## src/rtl/approx_mul_err_monitor.sv

```systemverilog
// Error-statistics collector for 8x8 approximate multipliers: accumulates error count,
// error-distance sum/max (and optional signed bias, macro ERR_BIAS_EN) over N_SAMPLES samples.
module approx_mul_err_monitor #(
  parameter int N_SAMPLES = 256,
  parameter int ACC_W     = 32
) (
  input  logic             clk,
  input  logic             rst,
  input  logic             start,
  input  logic             in_valid,
  output logic             in_ready,
  input  logic [7:0]       a,
  input  logic [7:0]       b,
  input  logic [15:0]      prod_approx,
  output logic             busy,
  output logic             done,
  output logic [15:0]      err_count,
  output logic [ACC_W-1:0] sum_ed,
  output logic [15:0]      max_ed,
  output logic [ACC_W:0]   sum_bias,
  output logic [1:0]       dbg_state
);

  // Handshake: a sample is consumed on any rising edge where in_valid && in_ready;
  // in_valid may drop at will, in_ready never depends on in_valid.
  typedef enum logic [1:0] {
    S_IDLE  = 2'd0,
    S_RUN   = 2'd1,
    S_DRAIN = 2'd2,
    S_DONE  = 2'd3
  } state_t;

  localparam logic [15:0] N_COUNT = 16'(N_SAMPLES);
  localparam logic [15:0] N_LAST  = 16'(N_SAMPLES - 1);

  state_t      state, state_nxt;
  logic        clear;
  logic        accept;
  logic        last_accept;
  logic [15:0] acc_cnt;
  logic        done_r;

  logic        s1_valid;
  logic [15:0] s1_approx;
  logic [15:0] s1_exact;
  logic        s2_valid;
  logic        s2_nz;
  logic [15:0] s2_ed;

  logic [ACC_W:0] sum_ext;

  assign in_ready    = (state == S_RUN) && (acc_cnt < N_COUNT);
  assign accept      = in_valid && in_ready;
  assign last_accept = accept && (acc_cnt == N_LAST);
  assign busy        = (state == S_RUN) || (state == S_DRAIN);
  assign done        = done_r;
  assign dbg_state   = state;

  always_comb begin
    state_nxt = state;
    clear     = 1'b0;
    case (state)
      S_IDLE: begin
        if (start) begin
          state_nxt = S_RUN;
          clear     = 1'b1;
        end
      end
      S_RUN: begin
        if (last_accept) state_nxt = S_DRAIN;
      end
      // Stage 2 still holds the last sample when stage 1 empties; it lands on this edge.
      S_DRAIN: begin
        if (!s1_valid) state_nxt = S_DONE;
      end
      S_DONE: begin
        if (start) begin
          state_nxt = S_RUN;
          clear     = 1'b1;
        end
      end
      default: state_nxt = S_IDLE;
    endcase
  end

  always_ff @(posedge clk) begin
    if (rst) begin
      state   <= S_IDLE;
      done_r  <= 1'b0;
      acc_cnt <= '0;
    end else begin
      state  <= state_nxt;
      done_r <= (state == S_DRAIN) && (state_nxt == S_DONE);
      if (clear)       acc_cnt <= '0;
      else if (accept) acc_cnt <= acc_cnt + 16'd1;
    end
  end

  always_ff @(posedge clk) begin
    if (rst) begin
      s1_valid  <= 1'b0;
      s1_approx <= '0;
      s1_exact  <= '0;
      s2_valid  <= 1'b0;
      s2_nz     <= 1'b0;
      s2_ed     <= '0;
    end else begin
      s1_valid <= accept;
      if (accept) begin
        s1_approx <= prod_approx;
        s1_exact  <= 16'(a) * 16'(b);
      end
      s2_valid <= s1_valid;
      if (s1_valid) begin
        s2_nz <= (s1_approx != s1_exact);
        s2_ed <= (s1_approx >= s1_exact) ? (s1_approx - s1_exact) : (s1_exact - s1_approx);
      end
    end
  end

  assign sum_ext = {1'b0, sum_ed} + {{(ACC_W-15){1'b0}}, s2_ed};

  always_ff @(posedge clk) begin
    if (rst || clear) begin
      err_count <= '0;
      sum_ed    <= '0;
      max_ed    <= '0;
    end else if (s2_valid) begin
      err_count <= err_count + {15'd0, s2_nz};
      sum_ed    <= sum_ext[ACC_W] ? {ACC_W{1'b1}} : sum_ext[ACC_W-1:0];
      if (s2_ed > max_ed) max_ed <= s2_ed;
    end
  end

`ifdef ERR_BIAS_EN
  logic [16:0]    s2_diff;
  logic [ACC_W+1:0] bias_ext;

  always_ff @(posedge clk) begin
    if (rst) begin
      s2_diff <= '0;
    end else if (s1_valid) begin
      s2_diff <= {1'b0, s1_approx} - {1'b0, s1_exact};
    end
  end

  // One guard bit: overflow shows as disagreement between the two top bits.
  assign bias_ext = {sum_bias[ACC_W], sum_bias} + {{(ACC_W-15){s2_diff[16]}}, s2_diff};

  always_ff @(posedge clk) begin
    if (rst || clear) begin
      sum_bias <= '0;
    end else if (s2_valid) begin
      if (bias_ext[ACC_W+1] != bias_ext[ACC_W])
        sum_bias <= bias_ext[ACC_W+1] ? {1'b1, {ACC_W{1'b0}}} : {1'b0, {ACC_W{1'b1}}};
      else
        sum_bias <= bias_ext[ACC_W:0];
    end
  end
`else
  assign sum_bias = '0;
`endif

endmodule
```

## config.mk

```make
export PLATFORM = sky130hd
export DESIGN_NAME = approx_mul_err_monitor
export DESIGN_NICKNAME = d
export VERILOG_FILES = /design/src/rtl/approx_mul_err_monitor.sv
export SDC_FILE = /design/constraint.sdc
export NUM_CORES = 1
export LEC_CHECK = 0
export CAP_MARGIN = 15
export CELL_PAD_IN_SITES_DETAIL_PLACEMENT = 2
export CELL_PAD_IN_SITES_GLOBAL_PLACEMENT = 2
export CORE_MARGIN = 1.5
export CORE_UTILIZATION = 33
export DETAILED_ROUTE_END_ITERATION = 12
export PLACE_DENSITY = 0.86
export RECOVER_POWER = 25
export SLEW_MARGIN = 10
export SYNTH_ARGS = -nofsm -noshare
export SYNTH_HDL_FRONTEND = slang
export SYNTH_SLANG_ARGS = --single-unit
```

## constraint.sdc

```tcl
create_clock -name clk -period 5.7 [get_ports clk]
set_input_delay 1.14 -clock clk [delete_from_list [all_inputs] [get_ports clk]]
set_output_delay 1.14 -clock clk [all_outputs]
set_load 0.005 [all_outputs]
```

==> reports/metrics.yaml, run 1 <==
pwr:
  p_total_mw: 5.089
  power_density_nw_per_um2: 417.2
  ir_drop_v: 0.0002123
  leakage_nw: 5.140
timing:
  finalWorstSetupSlack_ps: 332.9
  clock.fmax_mhz: 186.3
  finalHoldViolations: 0
  drv_slew: 37
  skew_ps: 12.55
  final-setup-viol-count: 0
  finalCriticalPeriod_ps: 5367
  fin_crit_sh: 0.9416
  rsz0062_at_grt: "no"
  relSlewSlack: -0.1800
  tightest_slew_ps: 1770
floorplanning:
  die_w_um: 179.1
  die_area_um2: 32070
  pin_count: 138
  core_um2: 30590
  std_cell_rows: 64
  initial_core_util: 0.3345
  die_y_um: 179.1
global_route:
  overflow: 0
  antenna_found_initial: 2
  grt_pass1_vias: 10180
  grt_pass1_wl_um: 54200
  grt_usage: 0.2137
  grt_max_degree: 61
clock_network:
  cts_sinks: 134
  cts-root-buf: "clkbuf_16"
  worstSkewPairLatency_ps: 440
  cts.clk_slew.worst_paths_ps: 70
  holdBufCountCts: 0
  post_cts_buffers: 0
  cts_tree: "done"
  numCtsBuffers: 17
  clock_path_buffers: 2
  htree_levels: 4
  ctsResizeCount: 0
placed_design:
  dp_cells: 1730
  gp_congestion: 0.8381
  port_buffers: 104
  place_ws_ps: -170.1
  hpwl_um: 24840
job:
  maxCapViolations: 1
synthesis:
  synth_compound_gate_area_share: 0.1861
  synth_edf_count: 0
  yosysSeqAreaShare: 0.2622
  synthFlopType: "dfxtp_1"
  synth_top_family_by_area: "adder cells"
  netlist_area_um2: 10230
  yosysWarningCount: 0
  synthArstFlopShare: 0
  synth_xor_area_frac: 0.04280
  synth.mux.area_fraction: 0.01565
  yosys.area_share.simple: 0.1976
  synth-adder-area-share: 0.2035
  synth_cells: 1260
  syn-mean-instance-area_um2: 8.121
  ys_ff_latch: 134
  ys_types: 66
worst_setup_path:
  cp-end-kind: "flop"
  criticalPathCategory: "input port to flop"
  cp_max_fo: 7
  cp_data_required_time_ps: 6020
  critPathLaunchType: "input port"
  cp.arrival_ps: 5680
min_path:
  hp-class: "flop to flop"
outcome:
  violations: "max-capacitance violations, max-slew violations"
  status: "finished with violations"
route:
  dr.pass1.iters: 6
  routed_wl_um: 32870
  vias_per_cell: 5.261
  antenna_left: 0
  post_drt_wl_per_cell_um: 18.66
  drc_errors: 0
  vias: 9270
  drt_iter0_markers: 339
final_layout:
  num_antenna_cells: 0
  fin_cells: 1762
  nFillCells: 3482
  fin_util: 0.3988
  nNetsFinal: 1532
  area_delta_synth_final_pct: 19.21
  drive_gt1_frac: 0.05198
## worst max-delay path: stages
cell             delay, ps
clkdlybuf4s50_1        610
nand2_1                110
fa_1                   490
fa_1                   560
inv_1                   60
fa_1                   530
inv_1                   50
fa_1                   520
inv_1                   40
ha_1                   300
inv_1                   60
a21oi_1                170
o211ai_1               130
a21oi_1                220
nor3_1                 110
o211a_1                240
a2111oi_0              330
## cell type report
class                           count  area (um2)  area share
Inverter                          121       454.2     0.03723
Sequential cell                   134        2683      0.2199
Tap cell                          396       495.5     0.04062
Multi-Input combinational cell    950        6735      0.5522
Timing Repair Buffer              129        1216     0.09970
Clock inverter                     15       188.9     0.01549
Clock buffer                       17       425.4     0.03488
## report_power, final
part | leakage [nW] | internal [mW] | switching [mW]
sequential | 1.08 | 1.01 | 0.0850
combinational | 3.76 | 1.13 | 1.69
clock | 0.296 | 0.666 | 0.510
total | 5.14 | 2.81 | 2.28
## layout by cell type (no fill, tap or decap), types with 16 or more instances in the layout
cell             synthesis  layout
xnor2_1                 20      20
xor2_1                  30      30
and3_1                  22      22
mux2i_1                 16      16
nor3_1                  25      25
clkbuf_16                0      17
a21oi_1                111     111
buf_4                   34      23
nand4_1                 22      22
dfxtp_1                134     134
o21ai_0                 66      66
ha_1                   104     104
a31oi_1                 18      18
nand3_1                 41      41
nand2_1                115     115
clkdlybuf4s50_1          0      99
fa_1                    39      39
a21o_1                  28      28
conb_1                   1      33
inv_1                  121     121
and2_1                  53      48
a211oi_1                24      23
nor2_1                  66      66
## metal layers
metal / vias up / routed length, um / global-route usage
met1: 4629 / 14040 / 0.2533
met3: 39 / 887 / 0.02778
met2: 133 / 17360 / 0.3969
met4: 4 / 557 / 0.06508
met5: - / 27 / 0
li1: 4465 / - / -
## worst paths after layout
path | from | endpoint | slack (ps) | cells after the start
setup reg to reg | s2_ed[0]$_SDFFE_PP0P_ | sum_ed[23]$_SDFFE_PP0P_ | 1760 | 11
hold reg to reg | acc_cnt[13]$_SDFFE_PP0P_ | acc_cnt[13]$_SDFFE_PP0P_ | 480 | 1
setup / recovery | a[2] | s1_exact[15]$_SDFFE_PP0P_ | 330 | 17
hold / removal | acc_cnt[13]$_SDFFE_PP0P_ | acc_cnt[13]$_SDFFE_PP0P_ | 480 | 1
## kinds of logic after synthesis
family / count (synthesis)
xor gates and xnor gates: 50
AOI/OAI and AO/OA: 306
adders and majority gates: 143
and+or+nand+nor: 402
other: 1
DFF: 134
buffers and inverters: 208
muxes: 16
## registers in the layout, indices dropped and copies added (netlist names)
name,count
s2_ed,16
s2_nz,1
acc_cnt,16
dbg_state,2
err_count,16
s1_exact,16
s2_valid,1
s1_approx,16
s1_valid,1
max_ed,16
done,1
sum_ed,32
## per-stage QoR
step	instance area (um2)	hold WS, ps	setup TNS (ps)
2_1_floorplan	10350	422.5	0
3_3_place_gp	11590	435.6	0
3_5_place_dp	11590	449.5	-242.3
4_1_cts	12210	479.6	0
5_1_grt	12200	506.9	0
6_report	12200	481.1	0
## Yosys cell counts (4+ instances only)
cell type	n	share of area
nor2_1	66	0.024
or3_1	12	0.0073
fa_1	39	0.076
a21o_1	28	0.021
dfxtp_1	134	0.26
nand2_1	115	0.042
mux2i_1	16	0.016
nand3b_1	4	0.0029
or2_2	5	0.0031
o31ai_1	7	0.0051
ha_1	104	0.13
and4_1	4	0.0034
a21boi_0	4	0.0029
nand3_1	41	0.020
nand4_1	22	0.013
a211oi_1	24	0.018
buf_4	34	0.025
xor2_1	30	0.026
o21bai_1	4	0.0029
clkbuf_1	40	0.015
nor2b_1	11	0.0067
o21ai_0	66	0.032
a31oi_1	18	0.011
inv_1	121	0.044
a211o_1	4	0.0034
a21oi_1	111	0.054
nand2b_1	8	0.0049
nor4_1	5	0.0031
and3_1	22	0.013
and2_1	53	0.032
buf_2	7	0.0034
nor3_1	25	0.012
o21a_1	8	0.0059
xnor2_1	20	0.017
Power figures use the tool's default switching activity.
==> run 2, diff against run 1 <==
MAX_ROUTING_LAYER = met4   (was default)
==> run 2 against run 1 <==
  * The flow now finishes without violations
  * Final cell count increased by 0.11%
  * Routed wire length increased by 1.1%
  * Count of clock-buffer cells in the layout unchanged
  * Sequential power about the same
==> reports/metrics.yaml, run 2 (synthesis gave the netlist of run 1 again) <==
clock_network:
  cts.clk_slew.worst_paths_ps: 60  # was 70 ps
  cts_tree: "done"  # unchanged
  numCtsBuffers: 17  # unchanged
  cts-root-buf: "clkbuf_16"  # unchanged
  htree_levels: 4  # unchanged
  post_cts_buffers: 0  # unchanged
  worstSkewPairLatency_ps: 440  # about the same
  clock_path_buffers: 2  # unchanged
  cts_sinks: 134  # unchanged
final_layout:
  largest_reg_flops: 32  # unchanged
  largest_register: "sum_ed"  # unchanged
  fin_util: 0.3985  # was 0.3988
  layout_commonest_cell: "dfxtp_1"  # unchanged
  drive_gt1_frac: 0.05417  # was 0.05198
  nNetsFinal: 1532  # unchanged
  area_delta_synth_final_pct: 19.14  # was 19.21%
  most-common-layout-cells: "dfxtp_1 (134), inv_1 (121), nand2_1 (115)"  # unchanged
timing:
  drv_slew: 0  # was 37
  rsz0062_at_grt: "no"  # unchanged
  finalCriticalPeriod_ps: 5432  # was 5367 ps
  skew_ps: 18.29  # was 12.55 ps
  relSlewSlack: 0.2588  # was -0.1800
  clock.fmax_mhz: 184.1  # was 186.3 MHz
  tightest_slew_ps: 1112  # was 1770 ps
  final-setup-viol-count: 0  # unchanged
  finalHoldViolations: 0  # unchanged
  finalWorstSetupSlack_ps: 267.6  # was 332.9 ps
  setup_tns_ps: 0  # unchanged
  whs_ps: 467.0  # was 481.1 ps
  fin_crit_sh: 0.9531  # was 0.9416
global_route:
  grt_max_degree: 61  # unchanged
  grt_usage: 0.2188  # was 0.2137
  met3_usage: 0.02523  # was 0.02778
  grt-busiest-layer: "met2"  # unchanged
  grt_pass1_wl_um: 53850  # was 54200 um
  antenna_found_initial: 2  # unchanged
  gr-usage-met2: 0.3996  # was 0.3969
  overflow: 0  # unchanged
  use_met1: 0.2502  # was 0.2533
  grt_pass1_vias: 10240  # was 10180
route:
  post_drt_wl_per_cell_um: 18.83  # was 18.66 um
  dr.pass1.iters: 4  # was 6
  vias: 9325  # was 9270
  routed_wl_um: 33220  # was 32870 um
  drt_iter0_markers: 342  # was 339
  drc_errors: 0  # unchanged
  antenna_left: 0  # unchanged
  vias_per_cell: 5.286  # was 5.261
floorplanning:
  core_um2: 30590  # unchanged
  initial_core_util: 0.3345  # unchanged
  std_cell_rows: 64  # unchanged
  pin_count: 138  # unchanged
  die_area_um2: 32070  # unchanged
  die_w_um: 179.1  # unchanged
  die_y_um: 179.1  # unchanged
pwr:
  ir_drop_v: 0.0002100  # was 0.0002123 V
  p_total_mw: 5.082  # was 5.089 mW
  power_density_nw_per_um2: 416.9  # was 417.2 nW/um2
  leakage_nw: 5.137  # was 5.140 nW
placed_design:
  place_ws_ps: -296.7  # was -170.1 ps
  hpwl_um: 25050  # was 24840 um
  gp_congestion: 0.8495  # was 0.8381
  port_buffers: 104  # unchanged
outcome:
  status: "finished clean"  # was finished with violations
worst_setup_path:
  cp-end-kind: "flop"  # unchanged
  critPathLaunchType: "input port"  # unchanged
  cp_data_required_time_ps: 6010  # was 6020 ps
  cp.arrival_ps: 5740  # was 5680 ps
  criticalPathCategory: "input port to flop"  # unchanged
  cp_max_fo: 6  # was 7
  reg2reg_slack_ps: 1610  # was 1760 ps
min_path:
  hp-class: "flop to flop"  # unchanged
job:
  maxCapViolations: 0  # was 1
-- run 2: metal layers --
| metal | routed length [um] | share of wire | vias up |
|---|---|---|---|
| li1 | - | - | 4462 |
| met1 | 14340 | 0.43 | 4669 |
| met2 | 17440 | 0.53 | 151 |
| met3 | 804 | 0.024 | 43 |
| met4 | 629 | 0.019 | 0 |
| met5 | 0 | 0 | - |
-- run 2: worst paths after layout --
check	startpoint	to	depth (start not counted)
max	a[1]	s1_exact[15]$_SDFFE_PP0P_	17
min	acc_cnt[15]$_SDFFE_PP0P_	acc_cnt[15]$_SDFFE_PP0P_	1
max reg2reg	s2_ed[0]$_SDFFE_PP0P_	sum_ed[19]$_SDFFE_PP0P_	11
min reg2reg	acc_cnt[15]$_SDFFE_PP0P_	acc_cnt[15]$_SDFFE_PP0P_	1
-- run 2: area by class of cell --
type,instances,area [um2]
Timing Repair Buffer,129,1220
Inverter,121,454.2
Sequential cell,134,2683
Fill cell,3491,18400
Clock buffer,17,425.4
Clock inverter,15,162.7
Multi-Input combinational cell,950,6745
Tap cell,396,495.5
Antenna cell,2,5.005
-- run 2: per-stage QoR --
stage,instance area [um2],instances
after floorplan,10350,1292
after global placement,11590,1730
after detailed placement,11590,1730
after CTS,12180,1762
after global routing,12190,1764
final,12190,1764
-- run 2: report_power, final --
part           switching, mW  total (mW)  internal (mW)
registers             0.0846        1.09           1.01
logic                   1.71        2.85           1.14
clock network          0.519        1.14          0.621
-- run 2: critical path, cell delays in order --
cell and delay, ps:
clkdlybuf4s50_1 580, nand2_1 120, fa_1 520, fa_1 560, inv_1 60, fa_1 530, inv_1 60, fa_1 530
inv_1 50, ha_1 310, inv_1 100, a21oi_1 60, o211ai_1 270, a21oi_2 120, nor3_2 230, nor4_1 90
a2111oi_1 420
-- run 2: what timing repair did --
item / CTS / global route
resized for setup: 0 / 3
hold buffers: 0 / 0
setup endpoints to repair: 0 / 1
==> run 3, diff against run 2 <==
GPL_ROUTABILITY_DRIVEN = 0   (was default)
HOLD_SLACK_MARGIN = 0.05   (was default)
==> run 3 against run 2 <==
  * Critical path depth stayed put
  * Sequential power hardly changed
  * Total power is 0.47% higher
  * Hold slack better by 16 ps
  * Worst setup slack worse by 36 ps
  * First-iteration DRC count is 5.0% higher
  * Cell area hardly changed
  * Final cell count is 0.17% lower
  * Non-clock buffer count is 3 lower
  * Clock skew is 3.7 ps lower
  * Fmax is 0.66% lower
  * Critical endpoint unchanged
==> reports/metrics.yaml, run 3 (synthesis gave the netlist of run 1 again) <==
outcome:
  status: "finished clean"  # unchanged
route:
  vias_per_cell: 5.344  # was 5.286
  post_drt_wl_per_cell_um: 19.43  # was 18.83 um
  routed_wl_um: 34220  # was 33220 um
  vias: 9410  # was 9325
  dr.pass1.iters: 6  # was 4
  drc_errors: 0  # unchanged
  antenna_left: 0  # unchanged
  drt_iter0_markers: 359  # was 342
worst_setup_path:
  r2r_cells: 11  # unchanged
  cp_max_fo: 8  # was 6
  crit_family: "adder cells"  # unchanged
  cp.arrival_ps: 5770  # was 5740 ps
  cp_data_required_time_ps: 6000  # was 6010 ps
  cp-end-kind: "flop"  # unchanged
  r2r-start: "s2_ed[0]$_SDFFE_PP0P_"  # unchanged
  critPathMaxStageDelay_ps: 630  # was 580 ps
  slowest_stage: "clkdlybuf4s50_1"  # unchanged
  criticalPathCategory: "input port to flop"  # unchanged
  critical_path_buf_inv_count: 5  # unchanged
  critPathLaunchType: "input port"  # unchanged
  r2r_end: "sum_ed[23]$_SDFFE_PP0P_"  # was sum_ed[19]$_SDFFE_PP0P_
  crit_chain: "clkdlybuf4s50_1 -> nand2_1 -> fa_1 -> fa_1 -> inv_1 -> fa_1 -> inv_1 -> fa_1 -> inv_1 -> ha_1 -> inv_1 -> a21oi_1 -> o211ai_1 -> a21oi_1 -> nor3_2 -> o211a_1 -> a2111oi_1"  # was clkdlybuf4s50_1 -> nand2_1 -> fa_1 -> fa_1 -> inv_1 -> fa_1 -> inv_1 -> fa_1 -> inv_1 -> ha_1 -> inv_1 -> a21oi_1 -> o211ai_1 -> a21oi_2 -> nor3_2 -> nor4_1 -> a2111oi_1
  reg2reg_slack_ps: 1750  # was 1610 ps
timing:
  fin_crit_sh: 0.9594  # was 0.9531
  relSlewSlack: 0.2174  # was 0.2588
  skew_ps: 14.59  # was 18.29 ps
  rsz0062_at_grt: "no"  # unchanged
  tightest_slew_ps: 1174  # was 1112 ps
  drv_slew: 0  # unchanged
  finalCriticalPeriod_ps: 5469  # was 5432 ps
  clock.fmax_mhz: 182.9  # was 184.1 MHz
  finalHoldViolations: 0  # unchanged
  final-setup-viol-count: 0  # unchanged
clock_network:
  clock_path_buffers: 2  # unchanged
  cts_tree: "done"  # unchanged
  cts-root-buf: "clkbuf_16"  # unchanged
  post_cts_buffers: 0  # unchanged
  numCtsBuffers: 17  # unchanged
  worstSkewPairLatency_ps: 430  # was 440 ps
  cts.clk_slew.worst_paths_ps: 60  # about the same
  cts_sinks: 134  # unchanged
  htree_levels: 4  # unchanged
  holdBufCountCts: 0  # unchanged
floorplanning:
  std_cell_rows: 64  # unchanged
  die_area_um2: 32070  # unchanged
  pin_count: 138  # unchanged
  core_um2: 30590  # unchanged
  die_w_um: 179.1  # unchanged
  die_y_um: 179.1  # unchanged
  initial_core_util: 0.3345  # unchanged
global_route:
  overflow: 0  # unchanged
  grt_usage: 0.2236  # was 0.2188
  grt_pass1_wl_um: 55280  # was 53850 um
  grt_max_degree: 61  # unchanged
  antenna_found_initial: 2  # unchanged
  grt_pass1_vias: 10420  # was 10240
min_path:
  holdPathEnd: "s1_exact[11]$_SDFFE_PP0P_"  # was acc_cnt[15]$_SDFFE_PP0P_
  hold_depth: 2  # was 1
  hp-class: "flop to flop"  # unchanged
  hp-start: "s1_exact[11]$_SDFFE_PP0P_"  # was acc_cnt[15]$_SDFFE_PP0P_
pwr:
  swShare: 0.4573  # was 0.4556
  p_int_mw: 2.771  # was 2.767 mW
  switching_power_mw: 2.335  # was 2.316 mW
  ir_drop_v: 0.0002143  # was 0.0002100 V
  leakage_nw: 5.143  # was 5.137 nW
  p_seq_frac: 0.215  # about the same
  power_frac_comb: 0.563  # was 0.560
  p_clk_frac: 0.222  # was 0.224
  power_density_nw_per_um2: 419.2  # was 416.9 nW/um2
placed_design:
  port_buffers: 104  # unchanged
  hpwl_um: 25200  # was 25050 um
  dpl_cell_area_um2: 11560  # was 11590 um2
final_layout:
  fin_util: 0.3982  # was 0.3985
  stdcell_area_um2: 12180  # was 12190 um2
  drive_gt1_frac: 0.05136  # was 0.05417
  nNetsFinal: 1529  # was 1532
  most-common-layout-cells: "dfxtp_1 (134), inv_1 (121), nand2_1 (115)"  # unchanged
  area_delta_synth_final_pct: 19.04  # was 19.14%
  layout_commonest_cell: "dfxtp_1"  # unchanged
  largest_reg_flops: 32  # unchanged
  largest_register: "sum_ed"  # unchanged
job:
  maxCapViolations: 0  # unchanged
[run 3: through the flow]
stage | setup TNS (ps) | power [mW] | std cells | hold slack (ps) | setup slack (ps)
finish | 0 | 5.106 | 1761 | 483.0 | 231.5
floorplan | 0 | 3.185 | 1292 | 422.5 | 777.2
detailed placement | -392.7 | 3.915 | 1726 | 447.4 | -343.5
CTS | 0 | 5.114 | 1758 | 484.0 | 113.6
global route | 0 | 5.489 | 1761 | 504.2 | 9.301
global placement | 0 | 3.779 | 1726 | 435.3 | 16.59
[run 3: final cells by class]
| class | instances | area [um2] |
|---|---|---|
| flip-flops and latches | 134 | 2683 |
| inverters | 121 | 454.2 |
| multi-input cells | 950 | 6741 |
| clock inverters | 15 | 163.9 |
| clock buffers | 17 | 425.4 |
| fillers | 3472 | 18410 |
| repair buffers | 126 | 1212 |
| diodes | 2 | 5.005 |
| well taps | 396 | 495.5 |
[run 3: worst max path at each step]
stage | start | endpoint | depth (start not counted)
floorplan | b[4] | s1_exact[15]$_SDFFE_PP0P_ | 15
global placement | b[4] | s1_exact[15]$_SDFFE_PP0P_ | 16
detailed placement | a[1] | s1_exact[15]$_SDFFE_PP0P_ | 17
CTS | a[1] | s1_exact[15]$_SDFFE_PP0P_ | 17
global route | a[2] | s1_exact[15]$_SDFFE_PP0P_ | 17
finish | a[2] | s1_exact[15]$_SDFFE_PP0P_ | 17
[run 3: worst reg2reg max path, cell delays in order, from the launching register on]
cell and delay [ps]:
dfxtp_1 460, ha_1 240, inv_1 60, fa_1 400
nor2b_1 140, o21a_1 160, o2111ai_1 170, a21oi_1 380
a311o_1 570, nand2_1 660, and4_1 460, nor3_1 180
[run 3: metal layers]
layer	share of wire	GRT usage
met3	0.027	0.02566
met5	0	-
met4	0.021	0.06164
met2	0.53	0.4062
met1	0.43	0.2585
[run 3: repair_timing]
action / CTS / global route
gates resized for setup: 0 / 3
hold endpoints to repair: 0 / 0
setup endpoints to repair: 0 / 1
[run 3: power groups by stage]
stage	clock, mW	sequential [mW]	combinational [mW]
floorplan	0	1.08	2.11
global placement	0	1.11	2.67
detailed placement	0	1.12	2.80
CTS	1.15	1.10	2.87
global route	1.20	1.11	3.18
finish	1.13	1.10	2.88
